===== config.mk =====
export PLATFORM = sky130hd
export DESIGN_NAME = count_event_monitor_flat
export DESIGN_NICKNAME = d
export VERILOG_FILES = /design/src/rtl/count_monitor_pkg.sv /design/src/rtl/count_event_monitor_if.sv /design/src/rtl/sync_fifo.sv /design/src/rtl/count_event_monitor.sv /design/src/flat_wrapper.sv
export SDC_FILE = /design/constraint.sdc
export NUM_CORES = 1
export LEC_CHECK = 0
export CAP_MARGIN = 15
export CORE_UTILIZATION = 50
export CTS_CLUSTER_DIAMETER = 50
export DETAILED_ROUTE_END_ITERATION = 8
export DONT_BUFFER_PORTS = 1
export SETUP_SLACK_MARGIN = 0.02
export SKIP_CTS_REPAIR_TIMING = 1
export SLEW_MARGIN = 40
export SYNTH_ARGS = -nofsm -noshare
export SYNTH_HDL_FRONTEND = slang
export SYNTH_HIERARCHICAL = 1
export SYNTH_SLANG_ARGS = --single-unit

===== constraint.sdc =====
create_clock -name clk -period 4.6 [get_ports clk]
set_input_delay 0.92 -clock clk [delete_from_list [all_inputs] [get_ports clk]]
set_output_delay 0.92 -clock clk [all_outputs]
set_load 0.05 [all_outputs]

===== src/rtl/count_monitor_pkg.sv =====
// Shared definitions for the count event monitor: event type bits,
// event entry layout and tracking FSM encoding.
package count_monitor_pkg;

    // Width of one queued event entry: {type[1:0], count[3:0]}
    localparam int EVT_W = 6;

    // Event type bits within the type field
    localparam logic [1:0] EVT_MATCH = 2'b01;
    localparam logic [1:0] EVT_WRAP  = 2'b10;

    // Tracking FSM: INIT until a first sample establishes prev
    typedef enum logic {
        ST_INIT  = 1'b0,
        ST_TRACK = 1'b1
    } track_state_t;

    typedef struct packed {
        logic [1:0] typ;
        logic [3:0] count;
    } evt_entry_t;

endpackage


===== src/rtl/count_event_monitor_if.sv =====
// Sample-side and event-side signals of the count event monitor.
// The master side is the upstream/consumer environment, the slave side is the monitor.
interface count_event_monitor_if
    import count_monitor_pkg::*;
#(
    parameter int WRAP_CNT_W = 8
);
    logic [3:0]            count_in;
    logic                  sample_en;
    logic                  match_en;
    logic [3:0]            match_val;
    logic                  clear;
    logic                  evt_valid;
    logic                  evt_ready;
    logic [EVT_W-1:0]      evt_data;
    logic                  overflow;
    logic [WRAP_CNT_W-1:0] wrap_count;

    modport master (
        output count_in, sample_en, match_en, match_val, clear, evt_ready,
        input  evt_valid, evt_data, overflow, wrap_count
    );

    modport slave (
        input  count_in, sample_en, match_en, match_val, clear, evt_ready,
        output evt_valid, evt_data, overflow, wrap_count
    );
endinterface


===== src/rtl/sync_fifo.sv =====
// Synchronous first-word-fall-through FIFO. A push into a full FIFO is
// accepted when a pop happens in the same cycle. Head reads as zero when empty.
module sync_fifo #(
    parameter int WIDTH = 6,
    parameter int DEPTH = 4
) (
    input  logic             clk,
    input  logic             reset,
    input  logic             push,
    input  logic [WIDTH-1:0] push_data,
    input  logic             pop,
    output logic [WIDTH-1:0] pop_data,
    output logic             full,
    output logic             empty
);
    localparam int AW = $clog2(DEPTH);

    logic [WIDTH-1:0] mem [DEPTH];
    logic [AW-1:0]    wr_ptr;
    logic [AW-1:0]    rd_ptr;
    logic [AW:0]      count;
    logic             do_push;
    logic             do_pop;

    assign do_pop   = pop && !empty;
    assign do_push  = push && (!full || do_pop);
    assign full     = (count == (AW+1)'(DEPTH));
    assign empty    = (count == '0);
    assign pop_data = empty ? '0 : mem[rd_ptr];

    // Pointer and occupancy bookkeeping; reset empties the FIFO
    always_ff @(posedge clk) begin
        if (!reset) begin
            wr_ptr <= '0;
            rd_ptr <= '0;
            count  <= '0;
        end else begin
            if (do_push) wr_ptr <= wr_ptr + AW'(1);
            if (do_pop)  rd_ptr <= rd_ptr + AW'(1);
            case ({do_push, do_pop})
                2'b10:   count <= count + (AW+1)'(1);
                2'b01:   count <= count - (AW+1)'(1);
                default: count <= count;
            endcase
        end
    end

    // Storage array; contents are only meaningful between the pointers
    always_ff @(posedge clk) begin
        if (do_push) mem[wr_ptr] <= push_data;
    end

endmodule


===== src/rtl/count_event_monitor.sv =====
// Watches an upstream 4-bit step counter, detects wraps (value went down)
// and matches against a compare value, and queues events for a consumer.
module count_event_monitor
    import count_monitor_pkg::*;
#(
    parameter int FIFO_DEPTH = 4,
    parameter int WRAP_CNT_W = 8
) (
    input  logic                 clk,
    input  logic                 reset,
    count_event_monitor_if.slave bus
);
    track_state_t          state_q;
    track_state_t          state_d;
    logic                  prev_valid;
    logic [3:0]            prev_p0;
    logic                  is_wrap;
    logic                  is_match;
    logic                  evt_push;
    evt_entry_t            evt_entry;
    logic                  fifo_full;
    logic                  fifo_empty;
    logic                  fifo_pop;
    logic                  evt_drop;
    logic [EVT_W-1:0]      head_data;
    logic                  overflow_q;
    logic [WRAP_CNT_W-1:0] wrap_cnt_q;

    function automatic logic [WRAP_CNT_W-1:0] sat_inc(input logic [WRAP_CNT_W-1:0] v);
        return (&v) ? v : v + WRAP_CNT_W'(1);
    endfunction

    // Tracking state register
    always_ff @(posedge clk) begin
        if (!reset) state_q <= ST_INIT;
        else        state_q <= state_d;
    end

    // First valid sample leaves INIT; TRACK is terminal until reset
    always_comb begin
        state_d = state_q;
        if (state_q == ST_INIT && bus.sample_en) state_d = ST_TRACK;
    end

    // prev is only trustworthy once a sample has been taken
    always_comb begin
        prev_valid = (state_q == ST_TRACK);
    end

    // Previous-sample register, loaded on every valid sample
    always_ff @(posedge clk) begin
        if (!reset)             prev_p0 <= '0;
        else if (bus.sample_en) prev_p0 <= bus.count_in;
    end

    // Event detection; a repeated sample equal to match_val matches only once
    always_comb begin
        is_wrap   = bus.sample_en && prev_valid && (bus.count_in < prev_p0);
        is_match  = bus.sample_en && bus.match_en && (bus.count_in == bus.match_val)
                    && (!prev_valid || (prev_p0 != bus.match_val));
        evt_push  = is_wrap || is_match;
        evt_entry.typ   = (is_wrap ? EVT_WRAP : 2'b00) | (is_match ? EVT_MATCH : 2'b00);
        evt_entry.count = bus.count_in;
        fifo_pop  = !fifo_empty && bus.evt_ready;
        evt_drop  = evt_push && fifo_full && !fifo_pop;
    end

    sync_fifo #(
        .WIDTH (EVT_W),
        .DEPTH (FIFO_DEPTH)
    ) u_fifo (
        .clk       (clk),
        .reset     (reset),
        .push      (evt_push),
        .push_data (evt_entry),
        .pop       (fifo_pop),
        .pop_data  (head_data),
        .full      (fifo_full),
        .empty     (fifo_empty)
    );

    // Sticky drop flag; clear takes priority over a same-cycle drop
    always_ff @(posedge clk) begin
        if (!reset)         overflow_q <= 1'b0;
        else if (bus.clear) overflow_q <= 1'b0;
        else if (evt_drop)  overflow_q <= 1'b1;
    end

    // Saturating wrap counter; counts wraps even if the entry was dropped
    always_ff @(posedge clk) begin
        if (!reset)         wrap_cnt_q <= '0;
        else if (bus.clear) wrap_cnt_q <= '0;
        else if (is_wrap)   wrap_cnt_q <= sat_inc(wrap_cnt_q);
    end

    assign bus.evt_valid  = !fifo_empty;
    assign bus.evt_data   = head_data;
    assign bus.overflow   = overflow_q;
    assign bus.wrap_count = wrap_cnt_q;

endmodule


===== src/flat_wrapper.sv =====
// flat-port wrapper written by rule: the top's interface ports become plain ports
module count_event_monitor_flat import count_monitor_pkg::*;
#(
    parameter int FIFO_DEPTH = 4,
    parameter int WRAP_CNT_W = 8
)
  (clk, reset, bus_count_in, bus_sample_en, bus_match_en, bus_match_val, bus_clear, bus_evt_ready, bus_evt_valid, bus_evt_data, bus_overflow, bus_wrap_count);
  count_event_monitor_if #(.WRAP_CNT_W(WRAP_CNT_W)) bus_i ();
  input  logic clk;
  input  logic reset;
  input wire logic [$bits(bus_i.count_in)-1:0] bus_count_in;
  input wire logic [$bits(bus_i.sample_en)-1:0] bus_sample_en;
  input wire logic [$bits(bus_i.match_en)-1:0] bus_match_en;
  input wire logic [$bits(bus_i.match_val)-1:0] bus_match_val;
  input wire logic [$bits(bus_i.clear)-1:0] bus_clear;
  input wire logic [$bits(bus_i.evt_ready)-1:0] bus_evt_ready;
  output wire logic [$bits(bus_i.evt_valid)-1:0] bus_evt_valid;
  output wire logic [$bits(bus_i.evt_data)-1:0] bus_evt_data;
  output wire logic [$bits(bus_i.overflow)-1:0] bus_overflow;
  output wire logic [$bits(bus_i.wrap_count)-1:0] bus_wrap_count;
  assign bus_i.count_in = bus_count_in;
  assign bus_i.sample_en = bus_sample_en;
  assign bus_i.match_en = bus_match_en;
  assign bus_i.match_val = bus_match_val;
  assign bus_i.clear = bus_clear;
  assign bus_i.evt_ready = bus_evt_ready;
  assign bus_evt_valid = bus_i.evt_valid;
  assign bus_evt_data = bus_i.evt_data;
  assign bus_overflow = bus_i.overflow;
  assign bus_wrap_count = bus_i.wrap_count;
  count_event_monitor #(.FIFO_DEPTH(FIFO_DEPTH), .WRAP_CNT_W(WRAP_CNT_W)) u_core (.clk(clk), .reset(reset), .bus(bus_i));
endmodule

---- After elaboration in Yosys (flattened, before gate mapping) ----
Memory sizes are Yosys's and may differ from the RTL's. A register that Yosys moved wholly into a read port is not among the register bits.
Cells that the tools add are included.
cells by class
  add/subtract/negate cells ............... 5
  order comparisons ....................... 1
  equality and inequality tests ........... 5
  multiplexer cells ....................... 8
  bitwise gates (word level) .............. 4
  reduce and logical (&&, ||, !) cells .... 23
operators with widths
  operator             number
  $logic_and 1x1->1    11
  $add 8x1->8 const B  1
  $reduce_and 8->1     1
  $mux 2               3
  $mux 6               1
  $pmux 3 s2           1
  $add 2x1->2 const B  2
  $eq 4x4->1           1
  $logic_not 1->1      4
  $lt 4x4->1           1
  $ne 4x4->1           1
  $add 3x1->3 const B  1
  $eq 3x3->1 const B   1
  $logic_not 3->1      1
  $logic_or 1x1->1     3
  $mux 1               3
  $not 1->1            3
  $sub 3x1->3 const B  1
  $eq 2x1->1 const B   1
  $eq 2x2->1 const B   1
  $or 2x2->2           1
  $reduce_and 2->1     1
  $reduce_bool 2->1    1
  $reduce_or 2->1      1
word-level totals
  register bits ........................... 21
  memory bits (writable) .................. 24
  input bits .............................. 14
  output and inout port bits .............. 16
  word-level logic and storage cells ...... 54
  memories ................................ 1
memory list
  name               words  bits a word  read ports  clocked after memory_dff  wr ports  RTL line         text
  u_core.u_fifo.mem  4      6            1           1                         1         sync_fifo.sv:18  logic [WIDTH-1:0] mem [DEPTH];

---- Logic depth before layout (Yosys ltp) ----
  word-level depth ........................ 8
  mapped depth ............................ 13
  gate-level depth less buffers ........... 13

---- Hierarchy ----
The synthesis kept the hierarchy.
modules (own cells, without submodules)
  module               times used  cells each  area each (µm²)  sequential area each (µm²)
  sync_fifo            1           92          1396.3           900.9
  count_event_monitor  1           90          824.5            280.3

---- Least setup slack after synthesis ----
OpenSTA, ideal clock, no wires.
  path kind ............................... input to register
  start ................................... input port bus_count_in[3]
  end ..................................... register u_core.u_fifo.count[2]
  library setup time ...................... 0.076 ns
  arrival ................................. 3.248 ns
  data required time ...................... 4.524 ns
  slack ................................... 1.277 ns
  stages on the path ...................... 12
  path buffers ............................ 0
  path through ............................ ha_1 > nand2_1 > o21a_1 > or2_2 > a21boi_1 > inv_1 > ha_1 > inv_1 > fa_1 > xor2_1 > or3_1 > a21boi_0
on the way
  elaborated cells on any way between the ends .. 11
  those cells by class .................... order compare: 1; eq/ne: 3; mux: 1; reduce/logical: 6
RTL lines
  element                                          RTL line                   text
  start, declared                                  flat_wrapper.sv:11         input wire logic [$bits(bus_i.count_in)-1:0] bus_count_in;
  $lt 4x4->1 (*)                                   count_event_monitor.sv:58  is_wrap = bus.sample_en && prev_valid && (bus.count_in < prev_p0);
  $logic_and 1x1->1 (*)                            count_event_monitor.sv:58
  net u_core.is_wrap                               count_event_monitor.sv:17  logic is_wrap;
  $logic_or 1x1->1 (*)                             count_event_monitor.sv:61  evt_push = is_wrap || is_match;
  net u_core.evt_push                              count_event_monitor.sv:19  logic evt_push;
  $logic_and 1x1->1 (*)                            sync_fifo.sv:26            assign do_push = push && (!full || do_pop);
  $eq 2x1->1 or $eq 2x2->1 (tied branches)         sync_fifo.sv:40            case ({do_push, do_pop})
  $pmux 3 s2 or $reduce_bool 2->1 (tied branches)  -
  end signal, assigned                             sync_fifo.sv:41            2'b10: count <= count + (AW+1)'(1);
  end signal, assigned                             sync_fifo.sv:42            2'b01: count <= count - (AW+1)'(1);
  end signal, assigned                             sync_fifo.sv:43            default: count <= count;
  end, declared                                    sync_fifo.sv:21            logic [AW:0] count;
The timed path passes the listed nets; every way through them passes the cells marked *.
A chain may end at the register's enable or synchronous reset.

---- Worst setup path in the final report ----
Same ends and word-level chain as after synthesis.

==> metrics.yaml <==
dp.final_hpwl_um: 2740
dieArea_um2: 4712
synth_nets: 206
vias: 1318
r2r-start: "u_core/prev_p0[3]"
gp_congestion: 0.6830
fin_tns_setup_ns: 0
synthDistinctLibCells: 42
grt_max_degree: 18
htreeDepth: 2
rrSetupSlack_ns: 1.55
ys.flop_type: "edfxtp_1"
arrival_ns: 3.48
numCtsBuffers: 5
async_flop_share_pct: 0
period_needed_ns: 3.263
synthMuxAreaShare_pct: 8.789
rsz0062_at_grt: "false"
relSlewSlack_pct: 58.92
cts_buffer_depth: 2
rr_worst_depth: 13
synth_edf_count: 24
tritoncts: "built"
path_depth: 12
die_y_um: 68.65
ys_seq_area_share_pct: 53.18
clk_pin_slew_ns: 0.08
synth.avg_cell_area_um2: 12.20
wl_um: 3715
path_cells: "ha_1 > a211oi_4 > o21a_1 > or2_2 > a21boi_1 > inv_1 > ha_1 > inv_1 > fa_1 > xor2_1 > or3_1 > a21boi_0"
crit_type: "in -> reg"
finish.utilization_pct: 56.85
globalRoute.totalOverflow: 0
clock-root-buffer: "clkbuf_8"
layout_common_cells: "edfxtp_1, dfxtp_1, inv_1"
synth_top_family_by_area: "simple AND/OR/NAND/NOR gates"
wire_per_inst_um: 15.81
port_buffers: 0
p_leak_uw: 0.0008029
status: "finished, final reports clean"
n_antenna_cell: 0
layout-drive-gt1-share_pct: 13.51
cpPeakStageDelay_ns: 0.40
die_x_um: 68.65
setup_viol: 0
drt-initial-drc-count: 64
slowest_stage: "a21boi_1"
ios: 30
firstDrtPassIters: 4
initial_core_util_pct: 53.59
syn_to_final_growth_pct: 6.085
critical-path-top-delay-family: "compound AO/OA/AOI/OAI gates"
slew_violations: 0
worstSetupStartpointType: "input port"
synthAdderAreaFrac_pct: 5.972
via_per_inst: 5.609
yosys.area_share.xor_xnor_pct: 4.338
end_kind: "flop"
ys_seq_elements: 47
cp-startpoint: "bus_count_in[3]"
grt_pass1_wl_um: 5913
core-area_um2: 4144
endpoint: "u_core/u_fifo/count[2]"
fin_nets: 208
antenna_left: 0
worst_pin_slew_ns: 0.6153
hp-class: "reg -> reg"
synth.area.top_cells: "edfxtp_1, dfxtp_1, mux4_2"
cts.sinks: 47
yosys.area_share.simple_pct: 14.65
clock_latency_ns: 0.29
synth.top_cell.area_share_pct: 32.45
r2r_end: "u_core/u_fifo/count[2]"
post-route-period-util_pct: 70.94
grt_use_total_pct: 17.83
path_max_fanout: 8
layout_commonest_cell: "edfxtp_1"
synth_cells: 182
mappedNetlistArea_um2: 2221
fmax_ghz: 0.3064
vdd_ir_drop_max_mv: 0.2280
final_hold_viol_count: 0
synth_area_leader_cell: "edfxtp_1"
p_total_uw: 770.8
critPathBufInv: 2
drc: 0
worstPathRequired_ns: 4.81
synth_compound_area_share_pct: 8.901
antenna_found_initial: 0
power_density_nw_per_um2: 327.2
yosys_warnings: 6
grt_pass1_vias: 1245
num_rows: 23
hold_start: "u_core/u_fifo/rd_ptr[1]"
drv_cap: 0
finalClockSkew_ns: 0.006574
==> state kept, by name, indices dropped and copies added (netlist names), named ones only <==
| signal | count |
|---|---|
| u_core/u_fifo/rd_ptr | 2 |
| u_core/prev_valid | 1 |
| u_core/u_fifo/wr_ptr | 2 |
| u_core/prev_p0 | 4 |
| u_core/u_fifo/count | 3 |
| u_core/u_fifo/mem | 24 |
| u_core/bus.wrap_count | 8 |
| u_core/bus.overflow | 1 |
==> cell usage after synthesis (all sizes together), types with 2 or more instances <==
library cell	n
edfxtp	24
nand2	13
xor2	8
xnor2	3
nor2b	12
a21boi	3
a21oi	6
a31oi	2
nand3	2
o31ai	2
o21a	2
ha	9
nor3	3
o21ai	9
dfxtp	23
inv	13
or4	2
or3	5
mux4	6
buf	4
nor2	2
nand4	2
a211oi	2
and2	7
mux2i	6
nand2b	2
==> routing by layer <==
metal,global-route usage (%),wire length (um),up-vias,part of all wire [%]
met3,6.250,153,2,4.1
met1,21.68,1729,637,47
met2,29.53,1811,26,49
li1,-,-,653,-
met5,0,0,-,0
met4,5.469,19,0,0.51
==> final cells by class <==
| cell class | instances | area [um^2] |
|---|---|---|
| Fill cell | 351 | 1788 |
| Sequential cell | 47 | 1181 |
| Multi-Input combinational cell | 117 | 968.4 |
| Clock buffer | 7 | 86.33 |
| Tap cell | 50 | 62.56 |
| Inverter | 13 | 48.80 |
| Clock inverter | 1 | 8.758 |
==> metrics by stage <==
step	hold slack, ns	instances	setup WS, ns	area [um^2]
finish	0.4896	235	1.337	2356
global route	0.5380	235	1.071	2356
floorplan	0.4559	182	1.277	2221
detailed placement	0.4844	227	1.043	2255
global placement	0.4699	227	1.153	2240
CTS	0.4955	235	1.330	2350
==> cells by family after synthesis <==
group                    Yosys count
AND/OR/NAND/NOR                   55
flip-flops                        47
AO/OA/AOI/OAI                     29
buffers and inverters             18
multiplexers                      12
XOR/XNOR                          11
adder cells (fa/ha/maj)           10
==> how the worst min path moves through the flow <==
stage,to,cells past startpoint
final,flop,2
after global routing,flop,2
after CTS,flop,2
after detailed placement,flop,2
after global placement,u_core/u_fifo/rd_ptr[1],2
after floorplan,flop,2
==> report_power, final <==
group / switching (uW) / leakage [uW] / total [uW] / internal (uW)
sequential: 6.35 / 0.000407 / 453 / 446
combinational: 38.6 / 0.000347 / 61.6 / 23.0
clock: 133 / 0.0000484 / 257 / 123
total: 178 / 0.000803 / 771 / 593
==> worst reg2reg max path, cell delays in order (launching register included) <==
cell	delay, ns
dfxtp_1	0.37
inv_1	0.05
ha_1	0.32
a211oi_4	0.24
o21a_1	0.31
or2_2	0.16
a21boi_1	0.40
inv_1	0.09
ha_1	0.23
inv_1	0.07
fa_1	0.17
xor2_1	0.07
or3_1	0.31
a21boi_0	0.18
No activity file was read; power rests on OpenSTA's default activity.
